==> config.mk <==
export PLATFORM = sky130hd
export DESIGN_NAME = gpo_seq_core_flat
export DESIGN_NICKNAME = d
export VERILOG_FILES = /design/src/rtl/gpo_seq_core_pkg.sv /design/src/rtl/gpo_seq_core_if.sv /design/src/rtl/gpo_seq_core.sv /design/src/flat_wrapper.sv
export SDC_FILE = /design/constraint.sdc
export NUM_CORES = 1
export LEC_CHECK = 0
export BUFFER_PORTS_ARGS = -buffer_cell sky130_fd_sc_hd__buf_2
export CAP_MARGIN = 20
export CORE_MARGIN = 2
export CORE_UTILIZATION = 25
export DETAILED_ROUTE_END_ITERATION = 16
export PLACE_DENSITY_LB_ADDON = 0.1
export SLEW_MARGIN = 20
export SYNTH_ARGS = -nofsm -noshare
export SYNTH_HDL_FRONTEND = slang
export SYNTH_SLANG_ARGS = --single-unit
==> constraint.sdc <==
create_clock -name clk -period 4.73 [get_ports clk]
set_clock_uncertainty 0.15 [all_clocks]
set_input_delay 0.2365 -clock clk [delete_from_list [all_inputs] [get_ports clk]]
set_output_delay 0.2365 -clock clk [all_outputs]
set_load 0.005 [all_outputs]
==> src/rtl/gpo_seq_core_pkg.sv <==
// Shared types and constants for the GPO sequencer slot core: FSM state
// encoding, slot register addresses and bit positions inside those registers.
package gpo_seq_pkg;

  typedef enum logic {
    ST_IDLE = 1'b0,
    ST_RUN  = 1'b1
  } state_t;

  localparam int ADDR_W = 5;
  localparam int DATA_W = 32;

  localparam logic [ADDR_W-1:0] ADDR_CTRL     = 5'd0;
  localparam logic [ADDR_W-1:0] ADDR_CFG      = 5'd1;
  localparam logic [ADDR_W-1:0] ADDR_IDLE     = 5'd2;
  localparam logic [ADDR_W-1:0] ADDR_CLR      = 5'd3;
  localparam logic [ADDR_W-1:0] ADDR_IDX      = 5'd4;
  localparam logic [ADDR_W-1:0] ADDR_DUR_BASE = 5'd8;
  localparam logic [ADDR_W-1:0] ADDR_PAT_BASE = 5'd16;

  localparam int BIT_START    = 0;
  localparam int BIT_STOP     = 1;
  localparam int BIT_LOOP     = 0;
  localparam int BIT_LAST_LSB = 8;
  localparam int BIT_BUSY     = 0;
  localparam int BIT_DONE     = 1;

endpackage

==> src/rtl/gpo_seq_core_if.sv <==
// Slot bus shared by the I/O slot cores: the bus master drives select,
// strobes, address and write data; the slot returns decoded read data.
interface gpo_seq_core_if;
  import gpo_seq_pkg::*;

  logic              cs;
  logic              write;
  logic              read;
  logic [ADDR_W-1:0] addr;
  logic [DATA_W-1:0] wr_data;
  logic [DATA_W-1:0] rd_data;

  modport master (output cs, write, read, addr, wr_data, input rd_data);
  modport slave  (input cs, write, read, addr, wr_data, output rd_data);

endinterface

==> src/rtl/gpo_seq_core.sv <==
// GPO sequencer slot core: steps the output port through a table of patterns,
// each held for its programmed duration plus one cycle, then idles or loops.
module gpo_seq_core
  import gpo_seq_pkg::*;
#(
  parameter int W     = 8,
  parameter int DEPTH = 8,
  parameter int CW    = 24
) (
  input  logic          clk,
  input  logic          reset,
  gpo_seq_core_if.slave bus,
  output logic [W-1:0]  dout,
  output logic          done
);

  localparam int LI = $clog2(DEPTH);

  state_t          r_state;
  state_t          w_nextState;
  logic [LI-1:0]   r_idx;
  logic [LI-1:0]   w_nextIdx;
  logic [LI-1:0]   w_idxInc;
  logic [LI-1:0]   r_lastIdx;
  logic [CW-1:0]   r_cnt;
  logic [CW-1:0]   w_nextCnt;
  logic [CW-1:0]   r_curDur;
  logic [CW-1:0]   w_nextCurDur;
  logic [W-1:0]    r_curPat;
  logic [W-1:0]    w_nextCurPat;
  logic [W-1:0]    r_idle;
  logic            r_done;
  logic            w_nextDone;
  logic            r_loop;
  logic [CW-1:0]   r_dur [DEPTH];
  logic [W-1:0]    r_pat [DEPTH];
  logic            w_wr;
  logic            w_start;
  logic            w_stop;
  logic            w_clr;
  logic [DATA_W-1:0] w_rdData;
  logic            w_unused;

  assign w_wr     = bus.cs && bus.write;
  assign w_stop   = w_wr && (bus.addr == ADDR_CTRL) && bus.wr_data[BIT_STOP];
  assign w_start  = w_wr && (bus.addr == ADDR_CTRL) && bus.wr_data[BIT_START];
  assign w_clr    = w_wr && (bus.addr == ADDR_CLR);
  assign w_idxInc = r_idx + 1'b1;

  // The read strobe carries no side effects and the upper write-data bits
  // have no home in any register, so they are deliberately left unconsumed.
  assign w_unused = ^{bus.read, bus.wr_data};

  // Software-visible configuration and table registers, written over the slot bus.
  always_ff @(posedge clk or negedge reset) begin
    if (!reset) begin
      r_loop    <= 1'b0;
      r_lastIdx <= '0;
      r_idle    <= '0;
      for (int i = 0; i < DEPTH; i++) begin
        r_dur[i] <= '0;
        r_pat[i] <= '0;
      end
    end else if (w_wr) begin
      if (bus.addr == ADDR_CFG) begin
        r_loop    <= bus.wr_data[BIT_LOOP];
        r_lastIdx <= bus.wr_data[BIT_LAST_LSB +: LI];
      end
      if (bus.addr == ADDR_IDLE) begin
        r_idle <= bus.wr_data[W-1:0];
      end
      for (int i = 0; i < DEPTH; i++) begin
        if (bus.addr == ADDR_DUR_BASE + 5'(i)) r_dur[i] <= bus.wr_data[CW-1:0];
        if (bus.addr == ADDR_PAT_BASE + 5'(i)) r_pat[i] <= bus.wr_data[W-1:0];
      end
    end
  end

  // Sequencer state: FSM state, entry index, hold counter, latched entry and done flag.
  always_ff @(posedge clk or negedge reset) begin
    if (!reset) begin
      r_state  <= ST_IDLE;
      r_idx    <= '0;
      r_cnt    <= '0;
      r_curPat <= '0;
      r_curDur <= '0;
      r_done   <= 1'b0;
    end else begin
      r_state  <= w_nextState;
      r_idx    <= w_nextIdx;
      r_cnt    <= w_nextCnt;
      r_curPat <= w_nextCurPat;
      r_curDur <= w_nextCurDur;
      r_done   <= w_nextDone;
    end
  end

  // Next-state logic: count out the current hold, then advance, wrap or finish;
  // stop overrides start, and start restarts from entry 0 in either state.
  always_comb begin
    w_nextState  = r_state;
    w_nextIdx    = r_idx;
    w_nextCnt    = r_cnt;
    w_nextCurPat = r_curPat;
    w_nextCurDur = r_curDur;
    w_nextDone   = r_done;
    if (w_clr) w_nextDone = 1'b0;
    case (r_state)
      ST_RUN: begin
        if (r_cnt != r_curDur) begin
          w_nextCnt = r_cnt + 1'b1;
        end else if (r_idx != r_lastIdx) begin
          w_nextIdx    = w_idxInc;
          w_nextCnt    = '0;
          w_nextCurPat = r_pat[w_idxInc];
          w_nextCurDur = r_dur[w_idxInc];
        end else if (r_loop) begin
          w_nextIdx    = '0;
          w_nextCnt    = '0;
          w_nextCurPat = r_pat[0];
          w_nextCurDur = r_dur[0];
        end else begin
          w_nextState = ST_IDLE;
          w_nextIdx   = '0;
          w_nextDone  = 1'b1;
        end
      end
      default: begin
      end
    endcase
    if (w_stop) begin
      w_nextState = ST_IDLE;
      w_nextIdx   = '0;
    end else if (w_start) begin
      w_nextState  = ST_RUN;
      w_nextIdx    = '0;
      w_nextCnt    = '0;
      w_nextCurPat = r_pat[0];
      w_nextCurDur = r_dur[0];
      w_nextDone   = 1'b0;
    end
  end

  assign dout = (r_state == ST_RUN) ? r_curPat : r_idle;
  assign done = r_done;

  // Read-back mux: purely address-decoded, unmapped addresses return zero.
  always_comb begin
    w_rdData = '0;
    case (bus.addr)
      ADDR_CTRL: begin
        w_rdData[BIT_BUSY] = (r_state == ST_RUN);
        w_rdData[BIT_DONE] = r_done;
      end
      ADDR_CFG: begin
        w_rdData[BIT_LOOP]            = r_loop;
        w_rdData[BIT_LAST_LSB +: LI]  = r_lastIdx;
      end
      ADDR_IDLE: w_rdData[W-1:0]  = r_idle;
      ADDR_IDX:  w_rdData[LI-1:0] = r_idx;
      default: begin
      end
    endcase
    for (int i = 0; i < DEPTH; i++) begin
      if (bus.addr == ADDR_DUR_BASE + 5'(i)) w_rdData[CW-1:0] = r_dur[i];
      if (bus.addr == ADDR_PAT_BASE + 5'(i)) w_rdData[W-1:0]  = r_pat[i];
    end
  end

  assign bus.rd_data = w_rdData;

endmodule

==> src/flat_wrapper.sv <==
// flat-port wrapper written by rule: the top's interface ports become plain ports
module gpo_seq_core_flat import gpo_seq_pkg::*;
#(
  parameter int W     = 8,
  parameter int DEPTH = 8,
  parameter int CW    = 24
)
  (clk, reset, dout, done, bus_cs, bus_write, bus_read, bus_addr, bus_wr_data, bus_rd_data);
  gpo_seq_core_if bus_i ();
  input  logic clk;
  input  logic reset;
  output logic [W-1:0] dout;
  output logic done;
  input wire logic [$bits(bus_i.cs)-1:0] bus_cs;
  input wire logic [$bits(bus_i.write)-1:0] bus_write;
  input wire logic [$bits(bus_i.read)-1:0] bus_read;
  input wire logic [$bits(bus_i.addr)-1:0] bus_addr;
  input wire logic [$bits(bus_i.wr_data)-1:0] bus_wr_data;
  output wire logic [$bits(bus_i.rd_data)-1:0] bus_rd_data;
  assign bus_i.cs = bus_cs;
  assign bus_i.write = bus_write;
  assign bus_i.read = bus_read;
  assign bus_i.addr = bus_addr;
  assign bus_i.wr_data = bus_wr_data;
  assign bus_rd_data = bus_i.rd_data;
  gpo_seq_core #(.W(W), .DEPTH(DEPTH), .CW(CW)) u_core (.clk(clk), .reset(reset), .bus(bus_i), .dout(dout), .done(done));
endmodule
==> key figures, run 1 <==
Outcome
  • Outcome: completed

CTS
  • Clock tree buffer depth: 3
  • Clk sinks: 329
  • Clock buffers created by TritonCTS: 43
  • Post-CTS Setup Bufs: 0
  • CTS clk-pin slew, worst paths: 0.06 ns
  • Clk root buf: clkbuf_16
  • CTS tree: done
  • Insertion delay to the later sink of the worst-skew pair: 0.59 ns
  • H-tree levels: 2
  • CTS resizes: 0
  • Hold-fix buffers at CTS: 17

Synth
  • Area leader, netlist: dfrtp_1
  • Seq/Total Area, Yosys: 0.4520
  • Commonest cells in the netlist: 329 x dfrtp_1, 275 x mux2_2, 139 x nand2_1
  • Mapped Area: 0.01822 mm2
  • Register bit total from synthesis: 329
  • Most instantiated library cell after synthesis: dfrtp_1
  • Post-Synthesis Cells: 1,595
  • Syn Area/Cell: 11.42 um2
  • Area contributors post-synth: dfrtp_1 45%, mux2_2 17%, mux4_2 8.3%, nand2_1 2.9%, a22oi_1 2.3%
  • Ys flop type: dfrtp_1
  • Synth top area share: 0.4520
  • Ys Warns: 0
  • Async S/R FF share, synth: 1.000
  • Netlist cell types: 69
  • Post-synth EDFFs: 0

STA
  • Worst Setup Slack, final: 1.000 ns
  • Setup-failing EPs final: 0
  • Hold slack: 0.04234 ns
  • Least-Margin Pin Slew: 1.100 ns
  • Final max-slew violation count: 0
  • Normalized max-slew margin: 0.2634
  • Final hold vios: 0
  • Fmax: 268.1 MHz
  • TNS Setup: 0 ns
  • Unrepaired setup endpoints after global routing: false
  • Final period utilization: 0.7885
  • Tmin final: 3.730 ns

Worst setup path
  • Worst r2r dst: u_core.r_curDur[2]
  • Critical path type: flop to output pin
  • Critical Path RT: 4.34 ns
  • Slowest-stage cell, CP: buf_4
  • Crit path max fanout: 46
  • Startpoint types: flop
  • Worst path arrival time: 3.34 ns
  • Critical Path, Cell by Cell: buf_4 > a21o_1 > nand2_1 > a211oi_1 > o41ai_1 > nand3_1 > buf_2
  • CP Depth: 7
  • WP buf/inv: 2
  • R2R cell count: 6
  • Crit path max-delay family: buffers and inverters
  • R2r setup slk: 1.57 ns
  • Setup crit start: u_core.r_idx[0]
  • Max incr delay on CP: 0.82 ns
  • Reg2Reg Launch Point: u_core.r_idx[0]
  • Crit path capture type: output pin
  • Crit path to: bus_rd_data[0]

Detailed routing
  • Vias per cell: 5.315
  • Initial DRC count: 1,137
  • Final wirelength: 71,000 um
  • Via Count: 13,970
  • Post-route ant nets: 0
  • WL/cell: 27.02 um
  • DRT Pass-1 Iters: 5
  • Drt drc: 0

Floorplan
  • Die height: 273.9 um
  • Core Box Area: 0.07185 mm2
  • Die ar.: 0.07504 mm2
  • Placement Rows: 98
  • Io pins: 83
  • Initial Util: 0.2535
  • Die X: 273.9 um

Placement
  • Pre-CTS WS: 1.336 ns
  • Placed insts: 2,536
  • Buffers on Ports: 65
  • DP Wirelength: 47,280 um
  • GP Congestion: 0.8595

Job
  • Max-cap viol count: 0

Power and ir drop
  • Peak supply drop: 0.0001741 V
  • Clock share of power: 0.403
  • Combinational power share: 0.197
  • Static Leak: 9.130 nW
  • NetSw: 2.753 mW
  • Pint: 6.315 mW
  • Flop pwr share: 0.400
  • Sw Share: 0.3036
  • Tot Pwr: 9.068 mW
  • Power per Cell Area: 423.7 mW/mm2

Hold path
  • Hold Path Class: input pin to flop

GRT
  • Total GRT Usage: 0.1894
  • Initial antenna violation count: 2
  • Largest net degree at the start of global routing: 84
  • First-pass GRT wire length: 104,300 um
  • Vias in the first global route: 14,190
  • Overflow left after global routing: 0

Final layout
  • Fin nets: 1,692
  • Area Overhead vs Synth: 17.48%
  • Final cell count without fillers: 2,628
  • Layout cells sized above 1: 0.3379
  • Number of diodes: 0
-- layout make-up --
class	count	area (um2)
inverters	11	41.29
fillers	7469	50450
well taps	950	1189
multi-input cells	1128	9435
flip-flops and latches	329	8237
repair buffers	135	953.4
clock buffers	57	1210
clock inverters	18	335.3
-- cells in the final DEF (no fill, tap or decap), drive strengths merged, types with 17 or more instances in the layout --
cell         synthesis  final
mux4                67     67
xor2                28     28
dlygate4sd3          0     17
nor3                73     73
mux2i               27     27
dfrtp              329    329
a31oi               43     43
mux2               275    275
nor2                77     77
o21ai               47     47
nand3               36     36
a211oi              22     22
nand2              140    140
buf                 78    118
a21oi               42     42
a22oi               57     57
clkbuf              56     57
nor2b               25     25
-- worst min-delay path by stage --
stage | start | end | slack [ns] | depth (start not counted)
2_1_floorplan | reset | u_core.done | -0.21 | 0
3_3_place_gp | reset | u_core.r_idle[1] | 0.14 | 1
3_5_place_dp | reset | u_core.r_curPat[1] | 0.14 | 1
4_1_cts | bus_wr_data[0] | u_core.r_state | 0.002 | 3
5_1_grt | bus_wr_data[6] | u_core.r_dur[174] | 0.06 | 2
6_report | bus_wr_data[0] | u_core.r_state | 0.04 | 3
-- worst reg2reg max path, delay by kind of cell (launching register included) --
family / cells / cell delay (ns)
buffers and inverters: 1 / 0.83
flip-flops: 1 / 0.76
multiplexers: 2 / 0.86
AO/OA/AOI/OAI: 2 / 0.21
AND/OR/NAND/NOR: 1 / 0.21
-- layer usage --
metal	global-route usage	vias to the layer above	share of wire
met1	0.2768	7388	0.48
met5	0	-	0
li1	-	6114	-
met3	0.02242	90	0.042
met4	0.04076	0	0.018
met2	0.2997	376	0.46
-- power groups by stage --
stage	clock, mW	combinational [mW]	sequential, mW
2_1_floorplan	0	1.25	3.46
3_3_place_gp	0	1.79	3.66
3_5_place_dp	0	1.80	3.67
4_1_cts	3.74	1.81	3.62
5_1_grt	3.86	1.94	3.68
6_report	3.65	1.79	3.63
-- logic make-up (layout without fill, tap and decap cells) --
group	count (synthesis)	after routing	share of synthesized area
flops	329	329	0.4520
mux	369	369	0.2677
compound gates	303	303	0.1153
simple gates	417	417	0.1125
other cells	1	8	0.0002059
xor+xnor	29	29	0.01394
fa+ha+maj	2	2	0.001374
buf+inv	145	221	0.03702
-- registers in the layout, indices dropped and copies added (netlist names) --
| name | flops |
|---|---|
| u_core.r_cnt | 24 |
| u_core.r_idle | 8 |
| u_core.r_loop | 1 |
| u_core.r_curPat | 8 |
| u_core.done | 1 |
| u_core.r_idx | 3 |
| u_core.r_dur | 192 |
| u_core.r_lastIdx | 3 |
| u_core.r_curDur | 24 |
| u_core.r_state | 1 |
| u_core.r_pat | 64 |
-- per-stage QoR --
| stage | utilization | cell area [um2] |
|---|---|---|
| detailed placement | 0.2740 | 19690 |
| floorplan | - | 18240 |
| global route | 0.2978 | 21400 |
| finish | 0.2978 | 21400 |
| global placement | 0.2740 | 19690 |
| CTS | 0.2978 | 21400 |
(Power assumes the default switching activity.)
==> run 2: changes to the inputs <==
==> constraint.sdc (replaced) <==
create_clock -name clk -period 3.5 [get_ports clk]
set_clock_uncertainty 0.15 [all_clocks]
set_input_delay 0.175 -clock clk [delete_from_list [all_inputs] [get_ports clk]]
set_output_delay 0.175 -clock clk [all_outputs]
set_load 0.005 [all_outputs]
==> run 2 against run 1 <==
First-iteration DRC count down 11%; critical path depth up 3; hold slack worse by 0.0053 ns; sequential power up 35%; clock power up 22%; sequential cell count unchanged; routed wire length down 0.53%; global-route usage about the same; cell count up 1.2%; register-to-register slack worse by 0.86 ns; sequential share of layout area down 0.41 points; total power up 31%; largest power group is now registers; highest routed layer unchanged.
==> key figures, run 2 (synthesized netlist as in run 1, its figures left out) <==
Hold path
  • Hold Path Class: input pin to flop

Floorplan
  • Die height: 273.9 um (unchanged)
  • Io pins: 83 (unchanged)
  • Placement Rows: 98 (unchanged)
  • Core Box Area: 0.07185 mm2 (unchanged)
  • Initial Util: 0.2535 (unchanged)
  • Die ar.: 0.07504 mm2 (unchanged)
  • Die X: 273.9 um (unchanged)

CTS
  • Clock tree buffer depth: 3 (unchanged)
  • H-tree levels: 2 (unchanged)
  • CTS clk-pin slew, worst paths: 0.06 ns (about the same)
  • CTS tree: done
  • Clock buffers created by TritonCTS: 41 (-4.7%)
  • Clk sinks: 329 (unchanged)
  • Insertion delay to the later sink of the worst-skew pair: 0.58 ns (about the same)
  • Post-CTS Setup Bufs: 0 (unchanged)
  • Clk root buf: clkbuf_16

Detailed routing
  • Final wirelength: 70,630 um (-0.53%)
  • Via Count: 13,960 (-0.050%)
  • WL/cell: 26.56 um (-1.7%)
  • Drt drc: 0 (unchanged)
  • Initial DRC count: 1,008 (-11%)
  • Vias per cell: 5.250 (-1.2%)
  • Post-route ant nets: 0 (unchanged)
  • WL met1: 33,410 um (-2.1%)
  • Max Used Layer: met4
  • Metal3 WL: 3106 um (+3.7%)
  • Met2 WL: 32,670 um (+0.31%)
  • DRT Pass-1 Iters: 5 (unchanged)

GRT
  • Total GRT Usage: 0.1893 (about the same)
  • Vias in the first global route: 14,360 (+1.2%)
  • Overflow left after global routing: 0 (unchanged)
  • Largest net degree at the start of global routing: 80 (-4.8%)
  • Initial antenna violation count: 0 (-2)
  • First-pass GRT wire length: 104,500 um (+0.24%)

Final layout
  • Final core utilization: 0.3011 (+0.003239)
  • Most frequent cells in the layout: 328 x dfrtp_1, 275 x mux2_2, 139 x nand2_1
  • Largest regs: u_core.r_dur: 192 flops, u_core.r_pat: 64 flops
  • Commonest non-fill, non-tap cell in the layout: dfrtp_1
  • Area Overhead vs Synth: 18.76%
  • Multi-input logic area: 0.009427 mm2 (about the same)
  • Fillers: 7,446 (-0.31%)
  • Layout cells sized above 1: 0.3493 (+0.01142)
  • Biggest register: u_core.r_dur
  • Number of diodes: 0 (unchanged)
  • Register area: 0.008237 mm2 (unchanged)
  • Max reg flops: 192 (unchanged)
  • Fin nets: 1,725 (+2.0%)

STA
  • Final max-slew violation count: 0 (unchanged)
  • Tmin final: 3.288 ns
  • Unrepaired setup endpoints after global routing: false
  • Final period utilization: 0.9395
  • Setup-failing EPs final: 0 (unchanged)
  • Least-Margin Pin Slew: 0.9878 ns (-0.1117 ns)
  • TNS Setup: 0 ns (unchanged)
  • Fmax: 304.1 MHz
  • Normalized max-slew margin: 0.3415 (+0.07807)
  • Final hold vios: 0 (unchanged)

Worst setup path
  • Crit path capture type: output pin
  • Worst path arrival time: 2.96 ns (-0.38 ns)
  • Startpoint types: input pin
  • Critical Path RT: 3.17 ns (-1.17 ns)
  • Crit path max fanout: 14 (-70%)
  • Critical path type: input pin to output pin

Power and ir drop
  • Peak supply drop: 0.0002977 V (+71%)
  • Static Leak: 9.270 nW (+1.5%)
  • Power per Cell Area: 550.9 mW/mm2 (+30%)
  • Tot Pwr: 11.92 mW (+31%)

Placement
  • Buffers on Ports: 65 (unchanged)
  • DP Wirelength: 48,610 um (+2.8%)
  • GP Congestion: 0.8696 (+1.2%)

Outcome
  • Outcome: completed

Job
  • Max-cap viol count: 0 (unchanged)
## run 2: cell count changes in the layout (fill, tap and decap cells not counted), moves of 2 or more
cell / previous run / this run
buf_4: 49 / 71
buf_12: 4 / 15
bufinv_16: 9 / 4
clkbuf_8: 6 / 9
clkinv_2: 5 / 8
clkbuf_16: 44 / 42
dlygate4sd3_1: 17 / 19
## run 2: stage by stage
step	std cells	setup WS (ns)	hold slack (ns)	instance area (um2)
floorplan	1602	1.107	-0.2706	18240
global placement	2569	0.4241	0.09709	20060
detailed placement	2569	0.4414	0.1010	20060
CTS	2659	0.4145	0.001125	21630
global route	2659	0.2209	0.02903	21630
finish	2659	0.2118	0.03708	21630
## run 2: critical path: stages
cell and delay (ns):
buf_2 0.26, nand2b_1 0.44, buf_4 0.32, o21a_1 0.17, nor3_1 0.32, o31ai_1 0.14, o41ai_1 0.57, buf_4 0.22
nand3_1 0.16, buf_2 0.18
## run 2: cell type report
type	count	area share
Clock buffer	57	0.05535
Clock inverter	14	0.008502
Inverter	11	0.001909
Multi-Input combinational cell	1128	0.4357
Sequential cell	329	0.3807
Tap cell	950	0.05495
Timing Repair Buffer	170	0.06281
## run 2: final timing paths
path / from / endpoint / slack (ns) / depth (start not counted)
hold / removal: bus_wr_data[6] / u_core.r_pat[22] / 0.04 / 2
setup reg to reg: u_core.r_curDur[7] / u_core.r_curPat[4] / 0.71 / 6
setup / recovery: bus_addr[3] / bus_rd_data[0] / 0.21 / 10
max in group asynchronous: reset / u_core.r_dur[45] / 2.03 / 3
min in group asynchronous: reset / u_core.r_pat[41] / 0.07 / 2
hold reg to reg: u_core.r_dur[10] / u_core.r_dur[10] / 0.37 / 1
## run 2: report_power, final
group	total, mW	switching, mW	internal (mW)
Combinational	2.56	1.34	1.22
Sequential	4.90	0.585	4.31
Clock	4.46	1.79	2.67
Total	11.9	3.72	8.20
## run 2: routing by layer
layer,vias up,track usage
met2,330,0.3029
met3,90,0.02925
met5,-,0
met1,7357,0.2682
met4,0,0.04391
li1,6184,-
## run 2: timing repair
action                    in CTS  in global routing
hold buffers                  19                  0
hold endpoints to repair     204                  0
gates resized for setup        0                  0
==> run 3: changes to the inputs <==
==> constraint.sdc (replaced) <==
create_clock -name clk -period 4.2 [get_ports clk]
set_clock_uncertainty 0.15 [all_clocks]
set_input_delay 0.21 -clock clk [delete_from_list [all_inputs] [get_ports clk]]
set_output_delay 0.21 -clock clk [all_outputs]
set_load 0.005 [all_outputs]
==> run 3 against run 2 <==
Core utilization decreased by 0.26 points; largest power group unchanged; sequential power decreased by 17%; non-clock buffer count decreased by 20; cell count decreased by 0.45%; largest cell class unchanged; highest routed layer is now met5; hold slack improved by 0.014 ns.
==> key figures, run 3 (synthesized netlist as in run 1, its figures left out) <==
Outcome
  • Outcome: completed

Floorplan
  • Initial Util: 0.2535 (unchanged)
  • Die ar.: 0.07504 mm2 (unchanged)
  • Placement Rows: 98 (unchanged)
  • Io pins: 83 (unchanged)
  • Die height: 273.9 um (unchanged)
  • Core Box Area: 0.07185 mm2 (unchanged)
  • Die X: 273.9 um (unchanged)

Worst setup path
  • R2r setup slk: 1.36 ns (+0.65 ns)
  • Reg2Reg Launch Point: u_core.r_curDur[7]
  • Crit path max fanout: 12 (-2)
  • Max incr delay on CP: 0.70 ns (+0.13 ns)
  • Critical path type: input pin to output pin
  • Critical Path, Cell by Cell: buf_2 > buf_4 > nand2_1 > nor3_2 > buf_4 > a21oi_1 > o31ai_1 > o41ai_1 > nand3_1 > buf_2
  • Worst path arrival time: 2.95 ns (about the same)
  • R2R cell count: 7 (+1)
  • Startpoint types: input pin
  • Critical Path RT: 3.84 ns (+0.67 ns)
  • Crit path capture type: output pin
  • Slowest-stage cell, CP: o41ai_1
  • Worst r2r dst: u_core.r_curPat[2]

STA
  • Unrepaired setup endpoints after global routing: false
  • Fmax: 301.8 MHz
  • Final hold vios: 0 (unchanged)
  • Least-Margin Pin Slew: 1.008 ns (+0.02040 ns)
  • Normalized max-slew margin: 0.3279 (-0.01360)
  • Setup-failing EPs final: 0 (unchanged)
  • TNS Setup: 0 ns (unchanged)
  • Tmin final: 3.314 ns
  • Final max-slew violation count: 0 (unchanged)
  • Final period utilization: 0.7890

Final layout
  • Most frequent cells in the layout: 328 x dfrtp_1, 275 x mux2_2, 139 x nand2_1
  • Final core utilization: 0.2985 (-0.002595)
  • Area Overhead vs Synth: 17.73%
  • Layout cells sized above 1: 0.3371 (-0.01226)
  • Fillers: 7,519 (+0.98%)
  • Biggest register: u_core.r_dur
  • Max reg flops: 192 (unchanged)
  • Final cell count without fillers: 2,647 (-0.45%)
  • Commonest non-fill, non-tap cell in the layout: dfrtp_1
  • Number of diodes: 0 (unchanged)
  • Fin nets: 1,708 (-0.99%)
  • Largest regs: u_core.r_dur: 192 flops, u_core.r_pat: 64 flops

Power and ir drop
  • Combinational power share: 0.204 (-0.011)
  • Sw Share: 0.3096 (-0.002192)
  • Static Leak: 9.167 nW (-1.1%)
  • Peak supply drop: 0.0002430 V (-18%)
  • Clock share of power: 0.388 (+0.014)
  • Flop pwr share: 0.407 (-0.004)
  • NetSw: 3.099 mW (-17%)
  • Power per Cell Area: 466.8 mW/mm2 (-15%)
  • Pint: 6.912 mW (-16%)

Hold path
  • Hold Crit Depth: 2 (unchanged)
  • WHS Endpoint: u_core.r_state
  • Hold Path Class: input pin to flop
  • Hold wc startpoint: bus_wr_data[1]

Detailed routing
  • Final wirelength: 70,500 um (-0.17%)
  • Via Count: 13,830 (-0.95%)
  • Vias per cell: 5.224 (-0.50%)
  • DRT Pass-1 Iters: 6 (+1)
  • Post-route ant nets: 0 (unchanged)
  • Initial DRC count: 1,125 (+12%)
  • Drt drc: 0 (unchanged)
  • WL/cell: 26.64 um (+0.28%)

CTS
  • Clk sinks: 329 (unchanged)
  • Insertion delay to the later sink of the worst-skew pair: 0.59 ns (about the same)
  • CTS clk-pin slew, worst paths: 0.06 ns (about the same)
  • Clock tree buffer depth: 3 (unchanged)
  • CTS tree: done
  • Clock buffers created by TritonCTS: 44 (+7.3%)
  • Post-CTS Setup Bufs: 0 (unchanged)
  • H-tree levels: 2 (unchanged)
  • Clk root buf: clkbuf_16

Placement
  • DP Wirelength: 47,990 um (-1.3%)
  • Buffers on Ports: 65 (unchanged)
  • GP Congestion: 0.8710 (+0.16%)
  • Placed insts: 2,549 (-0.78%)

GRT
  • Largest net degree at the start of global routing: 115 (+44%)
  • Vias in the first global route: 14,120 (-1.7%)
  • Overflow left after global routing: 0 (unchanged)
  • Total GRT Usage: 0.1874 (-0.001932)
  • Initial antenna violation count: 1 (+1)
  • First-pass GRT wire length: 102,800 um (-1.6%)

Job
  • Max-cap viol count: 0 (unchanged)
[run 3: routing by layer]
layer / vias to the layer above / wire [um] / GRT usage
li1: 6144 / - / -
met1: 7267 / 33370 / 0.2686
met4: 2 / 1668 / 0.05420
met2: 325 / 32350 / 0.2939
met3: 91 / 3104 / 0.02548
met5: - / 10 / 0
[run 3: worst max-delay path: cells and delay by family]
family | cells | cell delay, ns
buf+inv | 4 | 0.88
simple gates | 3 | 0.91
compound gates | 3 | 0.92
[run 3: power groups by stage]
| stage | sequential (mW) | clock (mW) | combinational, mW |
|---|---|---|---|
| after floorplan | 3.90 | 0 | 1.41 |
| after global placement | 4.11 | 0 | 2.05 |
| after detailed placement | 4.12 | 0 | 2.06 |
| after CTS | 4.07 | 4.02 | 2.08 |
| after global routing | 4.13 | 4.13 | 2.22 |
| final | 4.08 | 3.89 | 2.05 |
[run 3: what timing repair did]
item | in CTS | in global routing
endpoints found under the hold margin | 202 | 0
hold buffers | 19 | 0
gates resized for setup | 0 | 0
[run 3: final cells by class]
cell class	count	area, um2	share of cell area
multi-input combinational	1128	9435	0.4399
clock buffer	72	1296	0.06044
clock inverter	7	165.2	0.007701
tap	950	1189	0.05542
sequential	329	8237	0.3841
inverter	11	41.29	0.001925
timing repair buffer	150	1084	0.05052
[run 3: per-stage QoR]
stage	setup WS [ns]	total power, mW	hold slack [ns]	area, um2
6_report	0.8862	10.01	0.05106	21450
4_1_cts	0.9139	10.17	0.007128	21450
3_3_place_gp	0.8676	6.166	0.1074	19800
3_5_place_dp	0.9164	6.187	0.1167	19800
5_1_grt	0.8142	10.49	0.05519	21450
2_1_floorplan	1.807	5.309	-0.2356	18240
[run 3: worst max path at each step]
stage                    startpoint                   to  cells after the start
floorplan           u_core.r_idx[1]  u_core.r_curDur[21]                      8
global placement        bus_addr[1]       bus_rd_data[3]                      8
detailed placement      bus_addr[1]       bus_rd_data[3]                      8
CTS                     bus_addr[1]       bus_rd_data[3]                      8
global route            bus_addr[0]       bus_rd_data[2]                      9
finish                  bus_addr[0]       bus_rd_data[0]                     10
